==> src/rtl/mult_pkg.sv <==
// Shared types and constants for the Booth radix-2 multiplier:
// the control bundle that the controller drives into the datapath, the controller
// state encoding, and the Booth pair encodings that request an add or a subtract.
package mult_pkg;

  typedef struct packed {
    logic load_A;
    logic load_B;
    logic load_add;
    logic add_sub;
    logic shift_HQ_LQ_Q_1;
  } mult_control_t;

  typedef enum logic [2:0] {
    IDLE,
    LOAD,
    EVAL,
    SHIFT,
    DONE
  } mult_state_t;

  // {Q0, Q_-1} pairs. 01 adds the multiplicand to HQ and 10 subtracts it.
  // 00 and 11 leave HQ unchanged.
  localparam logic [1:0] BOOTH_ADD = 2'b01;
  localparam logic [1:0] BOOTH_SUB = 2'b10;

endpackage

==> src/rtl/mult_datapath.sv <==
// Shift-add Booth datapath. M holds the multiplicand and is sign-extended by one bit.
// HQ is an N+1-bit accumulator, LQ holds the multiplier, and Q_1 holds the bit most
// recently shifted out. The extra HQ bit keeps the result correct when subtracting
// the most negative multiplicand.
module mult_datapath
  import mult_pkg::*;
#(
  parameter int N = 8
) (
  input  logic             clk,
  input  logic             rst,
  input  logic [N-1:0]     i_A,
  input  logic [N-1:0]     i_B,
  input  mult_control_t    i_control,
  output logic [1:0]       o_qLsb,
  output logic [2*N-1:0]   o_Y
);

  logic [N:0]   r_HQ;
  logic [N:0]   r_M;
  logic [N-1:0] r_LQ;
  logic         r_Q1;
  logic [N:0]   w_sum;

  // Accumulator update. add_sub=1 adds M and add_sub=0 subtracts it.
  always_comb begin
    w_sum = i_control.add_sub ? (r_HQ + r_M) : (r_HQ - r_M);
  end

  // Operand load, accumulate, and arithmetic right shift of {HQ, LQ, Q_1}.
  always_ff @(posedge clk or negedge rst) begin
    if (!rst) begin
      r_HQ <= '0;
      r_M  <= '0;
      r_LQ <= '0;
      r_Q1 <= 1'b0;
    end else begin
      if (i_control.load_A) begin
        r_LQ <= i_A;
        r_HQ <= '0;
        r_Q1 <= 1'b0;
      end
      if (i_control.load_B) begin
        r_M <= {i_B[N-1], i_B};
      end
      if (i_control.load_add) begin
        r_HQ <= w_sum;
      end
      if (i_control.shift_HQ_LQ_Q_1) begin
        {r_HQ, r_LQ, r_Q1} <= {r_HQ[N], r_HQ, r_LQ};
      end
    end
  end

  assign o_qLsb = {r_LQ[0], r_Q1};
  assign o_Y    = {r_HQ[N-1:0], r_LQ};

endmodule

==> src/rtl/mult_top.sv <==
// Integration wrapper. It connects the Booth controller to its shift-add datapath.
// The signed product appears on o_Y in the cycle where o_done pulses.
module mult_top
  import mult_pkg::*;
#(
  parameter int N = 8
) (
  input  logic           clk,
  input  logic           rst,
  input  logic           i_start,
  input  logic [N-1:0]   i_A,
  input  logic [N-1:0]   i_B,
  output logic           o_busy,
  output logic           o_done,
  output logic [2*N-1:0] o_Y
);

  mult_control_t w_control;
  logic [1:0]    w_qLsb;

  mult_controller #(.N(N)) u_controller (
    .clk          (clk),
    .rst          (rst),
    .start        (i_start),
    .Q_LSB        (w_qLsb),
    .mult_control (w_control),
    .busy         (o_busy),
    .done         (o_done)
  );

  mult_datapath #(.N(N)) u_datapath (
    .clk       (clk),
    .rst       (rst),
    .i_A       (i_A),
    .i_B       (i_B),
    .i_control (w_control),
    .o_qLsb    (w_qLsb),
    .o_Y       (o_Y)
  );

endmodule

==> src/rtl/mult_controller.sv <==
// Booth radix-2 sequencer. It issues one load, then N evaluate/shift pairs, then a
// single-cycle done pulse. The evaluate step decodes {Q0, Q_-1} combinationally, so
// the add/subtract request is issued in the same cycle that the pair is presented.
module mult_controller
  import mult_pkg::*;
#(
  parameter int N = 8
) (
  input  logic          clk,
  input  logic          rst,
  input  logic          start,
  input  logic [1:0]    Q_LSB,
  output mult_control_t mult_control,
  output logic          busy,
  output logic          done
);

  localparam int CW = $clog2(N + 1);
  localparam logic [CW-1:0] LAST_ITER = CW'(N - 1);

  mult_state_t   r_state;
  mult_state_t   w_nextState;
  logic [CW-1:0] r_count;

  // State register. An asynchronous reset abandons any operation that is in progress.
  always_ff @(posedge clk or negedge rst) begin
    if (!rst) begin
      r_state <= IDLE;
    end else begin
      r_state <= w_nextState;
    end
  end

  // Iteration counter. LOAD clears it and each SHIFT advances it by one.
  always_ff @(posedge clk or negedge rst) begin
    if (!rst) begin
      r_count <= '0;
    end else begin
      case (r_state)
        LOAD:    r_count <= '0;
        SHIFT:   r_count <= r_count + CW'(1);
        default: r_count <= r_count;
      endcase
    end
  end

  // Next-state and output decode. Any unrecognised Q_LSB pair in EVAL is treated as a no-op.
  always_comb begin
    w_nextState  = r_state;
    mult_control = '0;
    busy         = 1'b0;
    done         = 1'b0;
    case (r_state)
      IDLE: begin
        if (start) begin
          w_nextState = LOAD;
        end
      end
      LOAD: begin
        busy                = 1'b1;
        mult_control.load_A = 1'b1;
        mult_control.load_B = 1'b1;
        w_nextState         = EVAL;
      end
      EVAL: begin
        busy = 1'b1;
        case (Q_LSB)
          BOOTH_ADD: begin
            mult_control.load_add = 1'b1;
            mult_control.add_sub  = 1'b1;
          end
          BOOTH_SUB: begin
            mult_control.load_add = 1'b1;
            mult_control.add_sub  = 1'b0;
          end
          default: begin
            mult_control.load_add = 1'b0;
            mult_control.add_sub  = 1'b0;
          end
        endcase
        w_nextState = SHIFT;
      end
      SHIFT: begin
        busy                         = 1'b1;
        mult_control.shift_HQ_LQ_Q_1 = 1'b1;
        w_nextState = (r_count == LAST_ITER) ? DONE : EVAL;
      end
      DONE: begin
        done        = 1'b1;
        w_nextState = IDLE;
      end
      default: begin
        w_nextState = IDLE;
      end
    endcase
  end

  // A shift must never coincide with any register load.
  a_noShiftOverlap: assert property (@(posedge clk) disable iff (!rst)
    mult_control.shift_HQ_LQ_Q_1 |->
      !(mult_control.load_A || mult_control.load_B || mult_control.load_add));

  // done is a single-cycle pulse.
  a_doneSingle: assert property (@(posedge clk) disable iff (!rst)
    done |=> !done);

  // busy and done are mutually exclusive.
  a_busyDoneExclusive: assert property (@(posedge clk) disable iff (!rst)
    !(busy && done));

  // The datapath must present a known Booth pair during evaluation.
  a_qLsbKnown: assert property (@(posedge clk) disable iff (!rst)
    (r_state == EVAL) |-> !$isunknown(Q_LSB));

endmodule

==> config.mk <==
export PLATFORM = sky130hd
export DESIGN_NAME = mult_top
export DESIGN_NICKNAME = d
export VERILOG_FILES = /design/src/rtl/mult_pkg.sv /design/src/rtl/mult_datapath.sv /design/src/rtl/mult_top.sv /design/src/rtl/mult_controller.sv
export SDC_FILE = /design/constraint.sdc
export NUM_CORES = 1
export LEC_CHECK = 0
export ABC_AREA = 1
export BUFFER_PORTS_ARGS = -buffer_cell sky130_fd_sc_hd__buf_2
export CAP_MARGIN = 40
export CORE_ASPECT_RATIO = 0.6
export CORE_MARGIN = 2
export CORE_UTILIZATION = 49
export DETAILED_ROUTE_END_ITERATION = 8
export HOLD_SLACK_MARGIN = 0.08
export PLACE_DENSITY_LB_ADDON = 0.12
export SLEW_MARGIN = 30
export SYNTH_ARGS = -nofsm -noshare
export SYNTH_HDL_FRONTEND = slang
export SYNTH_SLANG_ARGS = --single-unit
==> constraint.sdc <==
create_clock -name clk -period 2.49 [get_ports clk]
set_input_delay 0.498 -clock clk [delete_from_list [all_inputs] [get_ports clk]]
set_output_delay 0.498 -clock clk [all_outputs]
set_load 0.02 [all_outputs]
==> impl_metrics.toml, run 1 <==
[run_status]
run_status = "complete, no violations"

[cells_and_area]
finish.net_count = 324
filler_cell_count = 383
area_delta_synth_final_pct = 15.56
final_area_um2 = 2342
diodes = 0
final_core_utilization_pct = 58.10
proportion_of_layout_cells_with_a_drive_suffix_above_1_pct = 21.65

[sta]
final_max_slew_viol_count = 0
shortest_clock_period_the_worst_path_allows_after_layout_ns = 2.297
achievable-frequency_mhz = 435.3
timing.clock.skew_ns = 0.007358
grt_setup_unrepaired = "no"
final.setup.tns_ns = 0
report.final.hold_viol_count = 0
max_slew.worst_pin.slew_ns = 0.3546
maxSlewHeadroom_pct = 76.11
post-route-period-util_pct = 92.27
worst_hold_slack_ns = 0.4270
final_critical_path_setup_slack_ns = 0.1925
setup_viol = 0

[synthesis]
synth_edf_count = 0
avgSynthCellArea_um2 = 7.918
syn_nets = 288
cell_types_with_the_largest_area_share_after_synthesis = "sky130_fd_sc_hd__dfrtp_1 41%, sky130_fd_sc_hd__nand2_1 13%, sky130_fd_sc_hd__ha_1 7.4%"
syn_inst = 256
synth_seq_area_share_pct = 40.74
async_reset_ff_share_pct = 100.0
synth.distinct_cells = 31
synth-main-ff-cell = "sky130_fd_sc_hd__dfrtp_1"
synth.cells.most_frequent = "70 x sky130_fd_sc_hd__nand2_1, 33 x sky130_fd_sc_hd__dfrtp_1, 30 x sky130_fd_sc_hd__inv_1"
post-synth-top-area-cell = "sky130_fd_sc_hd__dfrtp_1"
post_synth_instance_area_um2 = 2027
yosys_register_bits = 33
synth-warning-count = 0
yosys.area.top_type_share_pct = 40.74
synthMostInstantiatedCell = "sky130_fd_sc_hd__nand2_1"

[die]
initial_core_utilization_pct = 50.28
die_y_um = 53.82
num_rows = 18
die_area_um2 = 4684
fp.coreArea_um2 = 4031
die_width_um = 87.03
num_io_pins = 37

[cts]
clkTransAtPathRegs_ns = 0.07
worst_skew_pair.late_latency_ns = 0.28
cts_tree = "built"
numClockSinks = 33
clock_tree.root_cell = "sky130_fd_sc_hd__clkbuf_8"
htree_levels = 2
cts_inserted_buffers = 5
max-clock-path-buffers = 2
cts_setup_buffers = 0

[placement]
dp_hpwl_um = 3340
finalWeightedCongestion = 0.8890
placed_area_um2 = 2213
dpl_worst_slack_ns = 0.1365
port_buffers = 36

[global_route]
globalRouteTotalUtil_pct = 20.98
globalRouteMet3Util_pct = 5.521
maximum_number_of_pins_on_one_net_before_global_route_repair = 34
grt_antenna_before_repair = 0
grt-busiest-layer = "met1"
global_route.usage.met1_pct = 34.35
grt_pass1_vias = 1382
globalRouteOverflowTotal = 0
grt_pass1_wl_um = 7072
globalRouteMet2Util_pct = 25.95

[drt]
vias_per_cell = 5.035
wl_per_cell_um = 13.27
routed_wl_um = 4524
dr_total_vias = 1717
initialDrtViolationCount = 77
drt_first_pass_iters = 4
antenna_violating_nets_post_route = 0
post-route-drc-count = 0

[worst_setup_path]
worstSetupPathType = "reg -> reg"
slowest_delay_ns = 0.34
critical_path.max_fanout = 7
critPathCaptureType = "flip-flop"
cpMaxStageDelayCell = "sky130_fd_sc_hd__dfrtp_1"
timing.critical_path.from_type = "flip-flop"
crit_required_ns = 2.66
critical_path.cell_chain = "inv_1 > ha_1 > nand3_4 > inv_2 > or2_1 > xor2_1 > inv_1 > ha_4 > nand3_1 > nand2_1 > nand4_1 > nand2_1 > nand2_1 > nand3_1 > nand3_1"
critical_path_arrival_ns = 2.46
timing.critical_path.max_delay_family = "simple AND/OR/NAND/NOR gates"
worstPathBufferInverterCount = 3

[power_and_ir_drop]
leakage_nw = 1.234
vdd.ir_drop.worst_v = 0.0006657
power.density_cell_area_nw_per_um2 = 1601

[run]
maxCapViolations = 0

[hold_path]
hold_path.class = "in -> reg"
## tightest hold or removal path, cell delays in order
cell	delay [ns]
sky130_fd_sc_hd__buf_2	0.07
sky130_fd_sc_hd__nand2_1	0.04
sky130_fd_sc_hd__nand3_1	0.05
## stage by stage
step | power, mW | std cells
final | 3.750 | 341
after global routing | 4.148 | 341
after CTS | 3.669 | 339
after detailed placement | 3.280 | 333
after global placement | 3.282 | 333
after floorplan | 2.777 | 256
## worst paths after layout
path	slack (ns)	startpoint	cells after the start	endpoint
hold / removal	0.43	i_A[6]	3	u_datapath.r_LQ[6]
max in group asynchronous	1.50	rst	3	u_datapath.r_HQ[4]
setup / recovery	0.19	u_datapath.r_LQ[0]	15	u_datapath.r_HQ[7]
hold reg to reg	0.51	u_controller.r_count[3]	1	u_controller.r_state[2]
setup reg to reg	0.19	u_datapath.r_LQ[0]	15	u_datapath.r_HQ[7]
min in group asynchronous	0.59	rst	2	u_datapath.r_HQ[6]
## final cells by class
cell class	instances	area, um2	area share [%]
tap	50	62.56	2.671
inverter	35	131.4	5.609
timing repair buffer	41	232.7	9.936
clock inverter	1	5.005	0.2137
clock buffer	5	68.82	2.938
sequential	33	825.8	35.26
multi-input combinational	176	1016	43.38
## cell families (layout without fill, tap and decap cells)
family	Yosys count	after routing	share of synthesized area, %
and+or+nand+nor	120	120	26.11
buffers and inverters	47	82	10.37
AOI/OAI and AO/OA	34	34	10.49
DFF	33	33	40.74
adders and majority gates	13	13	8.395
xor gates and xnor gates	9	9	3.889
## layout by cell type, fill, tap and decap left out, types with 2 or more instances in the layout
cell	n
sky130_fd_sc_hd__o221ai_1	2
sky130_fd_sc_hd__o211ai_1	7
sky130_fd_sc_hd__buf_4	3
sky130_fd_sc_hd__nor2_1	8
sky130_fd_sc_hd__or2_1	2
sky130_fd_sc_hd__xnor2_1	3
sky130_fd_sc_hd__xor2_1	6
sky130_fd_sc_hd__nand3_1	24
sky130_fd_sc_hd__nor2_2	3
sky130_fd_sc_hd__clkbuf_8	5
sky130_fd_sc_hd__o21ai_1	6
sky130_fd_sc_hd__nand2_1	70
sky130_fd_sc_hd__inv_2	5
sky130_fd_sc_hd__nor3_1	3
sky130_fd_sc_hd__inv_1	30
sky130_fd_sc_hd__a21oi_1	5
sky130_fd_sc_hd__nand2_2	4
sky130_fd_sc_hd__o21ai_0	8
sky130_fd_sc_hd__o21a_1	2
sky130_fd_sc_hd__buf_2	36
sky130_fd_sc_hd__dfrtp_1	33
sky130_fd_sc_hd__ha_1	11
sky130_fd_sc_hd__nand4_1	2
## sequential cells by signal (all words and copies together), names as in the netlist
signal,cells
u_datapath.r_HQ,9
u_datapath.r_LQ,8
u_datapath.r_M,8
u_controller.r_count,4
u_controller.r_state,3
u_datapath.r_Q1,1
## power breakdown
group          switching, mW  internal [mW]  total, mW
logic                   1.49          0.900       2.39
registers              0.214          0.779      0.993
clock network          0.183          0.184      0.366
## metal layers
| layer | vias up | wire [um] |
|---|---|---|
| met5 | - | 0 |
| met4 | 0 | 29 |
| met3 | 2 | 245 |
| met2 | 44 | 1623 |
| met1 | 778 | 2626 |
| li1 | 893 | - |
## repair_timing
action,CTS,global route
hold endpoints to repair,0,7
setup endpoints to repair,0,6
resized for setup,0,4
hold buffers,0,1
Note: power is estimated with default switching activity, not from simulation.
==> run 2, diff against run 1 <==
--- a/config.mk
+++ b/config.mk
@@ -14,6 +14,7 @@
 export DETAILED_ROUTE_END_ITERATION = 8
 export HOLD_SLACK_MARGIN = 0.08
 export PLACE_DENSITY_LB_ADDON = 0.12
+export REMOVE_ABC_BUFFERS = 1
 export SLEW_MARGIN = 30
 export SYNTH_ARGS = -nofsm -noshare
 export SYNTH_HDL_FRONTEND = slang
==> run 2 against run 1 <==
Critical path type unchanged. Die area unchanged. Setup slack better by 0.0027 ns. Highest routed layer unchanged. Final area up 2.1%. Sequential power up 0.6%. Cell count up 0.88%. Sequential share of layout area down 0.72 points. Worst hold slack worse by 0.35 ns. Maximum frequency up 0.12%. Clock power up 22%. Critical path depth unchanged. Non-clock buffer count up 1.
==> impl_metrics.toml, run 2 (synthesized netlist as in run 1, its figures left out) <==
[worst_setup_path]
rr_startpoint = "u_datapath.r_LQ[0]"
critical_path.max_fanout = 7
r2r_setup_slack_ns = 0.20
ff2ff_path_depth = 15
critPathCaptureType = "flip-flop"
critical_path_arrival_ns = 2.47
worstSetupPathType = "reg -> reg"
timing.critical_path.from_type = "flip-flop"
capturing_point_of_the_worst_reg2reg_path = "u_datapath.r_HQ[7]"
crit_required_ns = 2.67

[cts]
cts.hold.buffers_added = 0
numClockSinks = 33
worst_skew_pair.late_latency_ns = 0.29
cts_inserted_buffers = 5
max-clock-path-buffers = 2
clock_tree.root_cell = "sky130_fd_sc_hd__clkbuf_8"
htree_levels = 2
cts_tree = "built"
clkTransAtPathRegs_ns = 0.08

[cells_and_area]
proportion_of_layout_cells_with_a_drive_suffix_above_1_pct = 24.15
area_delta_synth_final_pct = 17.96
register_ranked_first_by_flip_flop_count = "u_datapath.r_HQ"
largest_register_ffs = 9
reg_top3 = "u_datapath.r_HQ (9), u_datapath.r_LQ (8), u_datapath.r_M (8)"
finish.net_count = 325
final_area_um2 = 2391
final_core_utilization_pct = 59.31
diodes = 0
layout.cells.most_common_list = "69 x sky130_fd_sc_hd__nand2_1, 36 x sky130_fd_sc_hd__buf_2, 33 x sky130_fd_sc_hd__dfrtp_1"
layout.cells.most_common = "sky130_fd_sc_hd__nand2_1"

[placement]
port_buffers = 36
dp_hpwl_um = 3434
placed_area_um2 = 2221
finalWeightedCongestion = 0.8525

[drt]
post-route-drc-count = 0
dr_total_vias = 1738
initialDrtViolationCount = 150
wl_per_cell_um = 13.63
drt_first_pass_iters = 5
vias_per_cell = 5.052
routed_wl_um = 4690
antenna_violating_nets_post_route = 0

[global_route]
globalRouteTotalUtil_pct = 21.82
globalRouteOverflowTotal = 0
maximum_number_of_pins_on_one_net_before_global_route_repair = 34
grt_pass1_wl_um = 7548
grt_antenna_before_repair = 0
grt_pass1_vias = 1515

[die]
die_area_um2 = 4684
initial_core_utilization_pct = 50.28
num_rows = 18
num_io_pins = 37
die_y_um = 53.82
fp.coreArea_um2 = 4031
die_width_um = 87.03

[power_and_ir_drop]
leakage_nw = 1.248
power.density_cell_area_nw_per_um2 = 1631
fin_total_pwr_mw = 3.899
vdd.ir_drop.worst_v = 0.0007022

[sta]
timing.clock.skew_ns = 0.01053
report.final.hold_viol_count = 0
setup_viol = 0
maxSlewHeadroom_pct = 72.30
max_slew.worst_pin.slew_ns = 0.4112
final_max_slew_viol_count = 0
achievable-frequency_mhz = 435.8
worst_hold_slack_ns = 0.07830
final.setup.tns_ns = 0
shortest_clock_period_the_worst_path_allows_after_layout_ns = 2.295
post-route-period-util_pct = 92.16

[hold_path]
hold_path.class = "in -> async"

[run]
maxCapViolations = 0

[run_status]
run_status = "complete, no violations"
run 2: cell types whose count changed in the layout (fill, tap and decap cells not counted), sizes merged:
cell,before,now
buf,40,42
clkbuf,5,7
dlygate4sd3,1,0
run 2: power by group:
group | internal, mW | leakage [nW] | switching [mW]
sequential | 0.778 | 0.419 | 0.220
clock | 0.250 | 0.0542 | 0.197
combinational | 0.930 | 0.775 | 1.52
run 2: what timing repair did:
action                     4_1_cts  5_1_grt
setup endpoints to repair        0        5
gates resized for setup          0        9
setup buffers                    0        1
run 2: metal layers:
layer	global-route usage, %	routed length [um]	share of wire (%)
met4	5.469	39	0.83
met2	27.86	1797	38
met3	5.061	269	5.7
met5	0	0	0
met1	35.56	2583	55
run 2: critical path: stages (launching register included):
cell	delay, ns
sky130_fd_sc_hd__dfrtp_1	0.39
sky130_fd_sc_hd__inv_2	0.07
sky130_fd_sc_hd__ha_2	0.19
sky130_fd_sc_hd__nand3_4	0.13
sky130_fd_sc_hd__inv_4	0.10
sky130_fd_sc_hd__or2_1	0.11
sky130_fd_sc_hd__xor2_1	0.14
sky130_fd_sc_hd__inv_1	0.09
sky130_fd_sc_hd__ha_4	0.29
sky130_fd_sc_hd__nand3_1	0.11
sky130_fd_sc_hd__nand2_2	0.12
sky130_fd_sc_hd__nand4_1	0.18
sky130_fd_sc_hd__nand2_1	0.10
sky130_fd_sc_hd__nand2_1	0.05
sky130_fd_sc_hd__nand3_1	0.06
sky130_fd_sc_hd__nand3_1	0.06
run 2: per-stage QoR:
step / setup slack [ns] / std cells
global route: -0.02444 / 344
finish: 0.1953 / 344
CTS: 0.07556 / 342
global placement: 0.1817 / 334
floorplan: 0.1983 / 244
detailed placement: 0.07901 / 334
run 2: worst max path at each step:
stage,start,to,cells after the start
2_1_floorplan,u_datapath.r_LQ[0],u_datapath.r_HQ[8],16
3_3_place_gp,u_datapath.r_LQ[0],u_datapath.r_HQ[8],16
3_5_place_dp,u_datapath.r_LQ[0],u_datapath.r_HQ[8],16
4_1_cts,u_datapath.r_LQ[0],u_datapath.r_HQ[8],16
5_1_grt,u_datapath.r_LQ[0],u_datapath.r_HQ[7],15
6_report,u_datapath.r_LQ[0],u_datapath.r_HQ[7],15
run 2: final cells by class:
class                      count  area (um2)
clock buffer                   7       96.34
clock inverter                 1       5.005
fill                         355        1640
inverter                      35       133.9
multi-input combinational    176        1022
sequential                    33       825.8
tap                           50       62.56
timing repair buffer          42       245.2
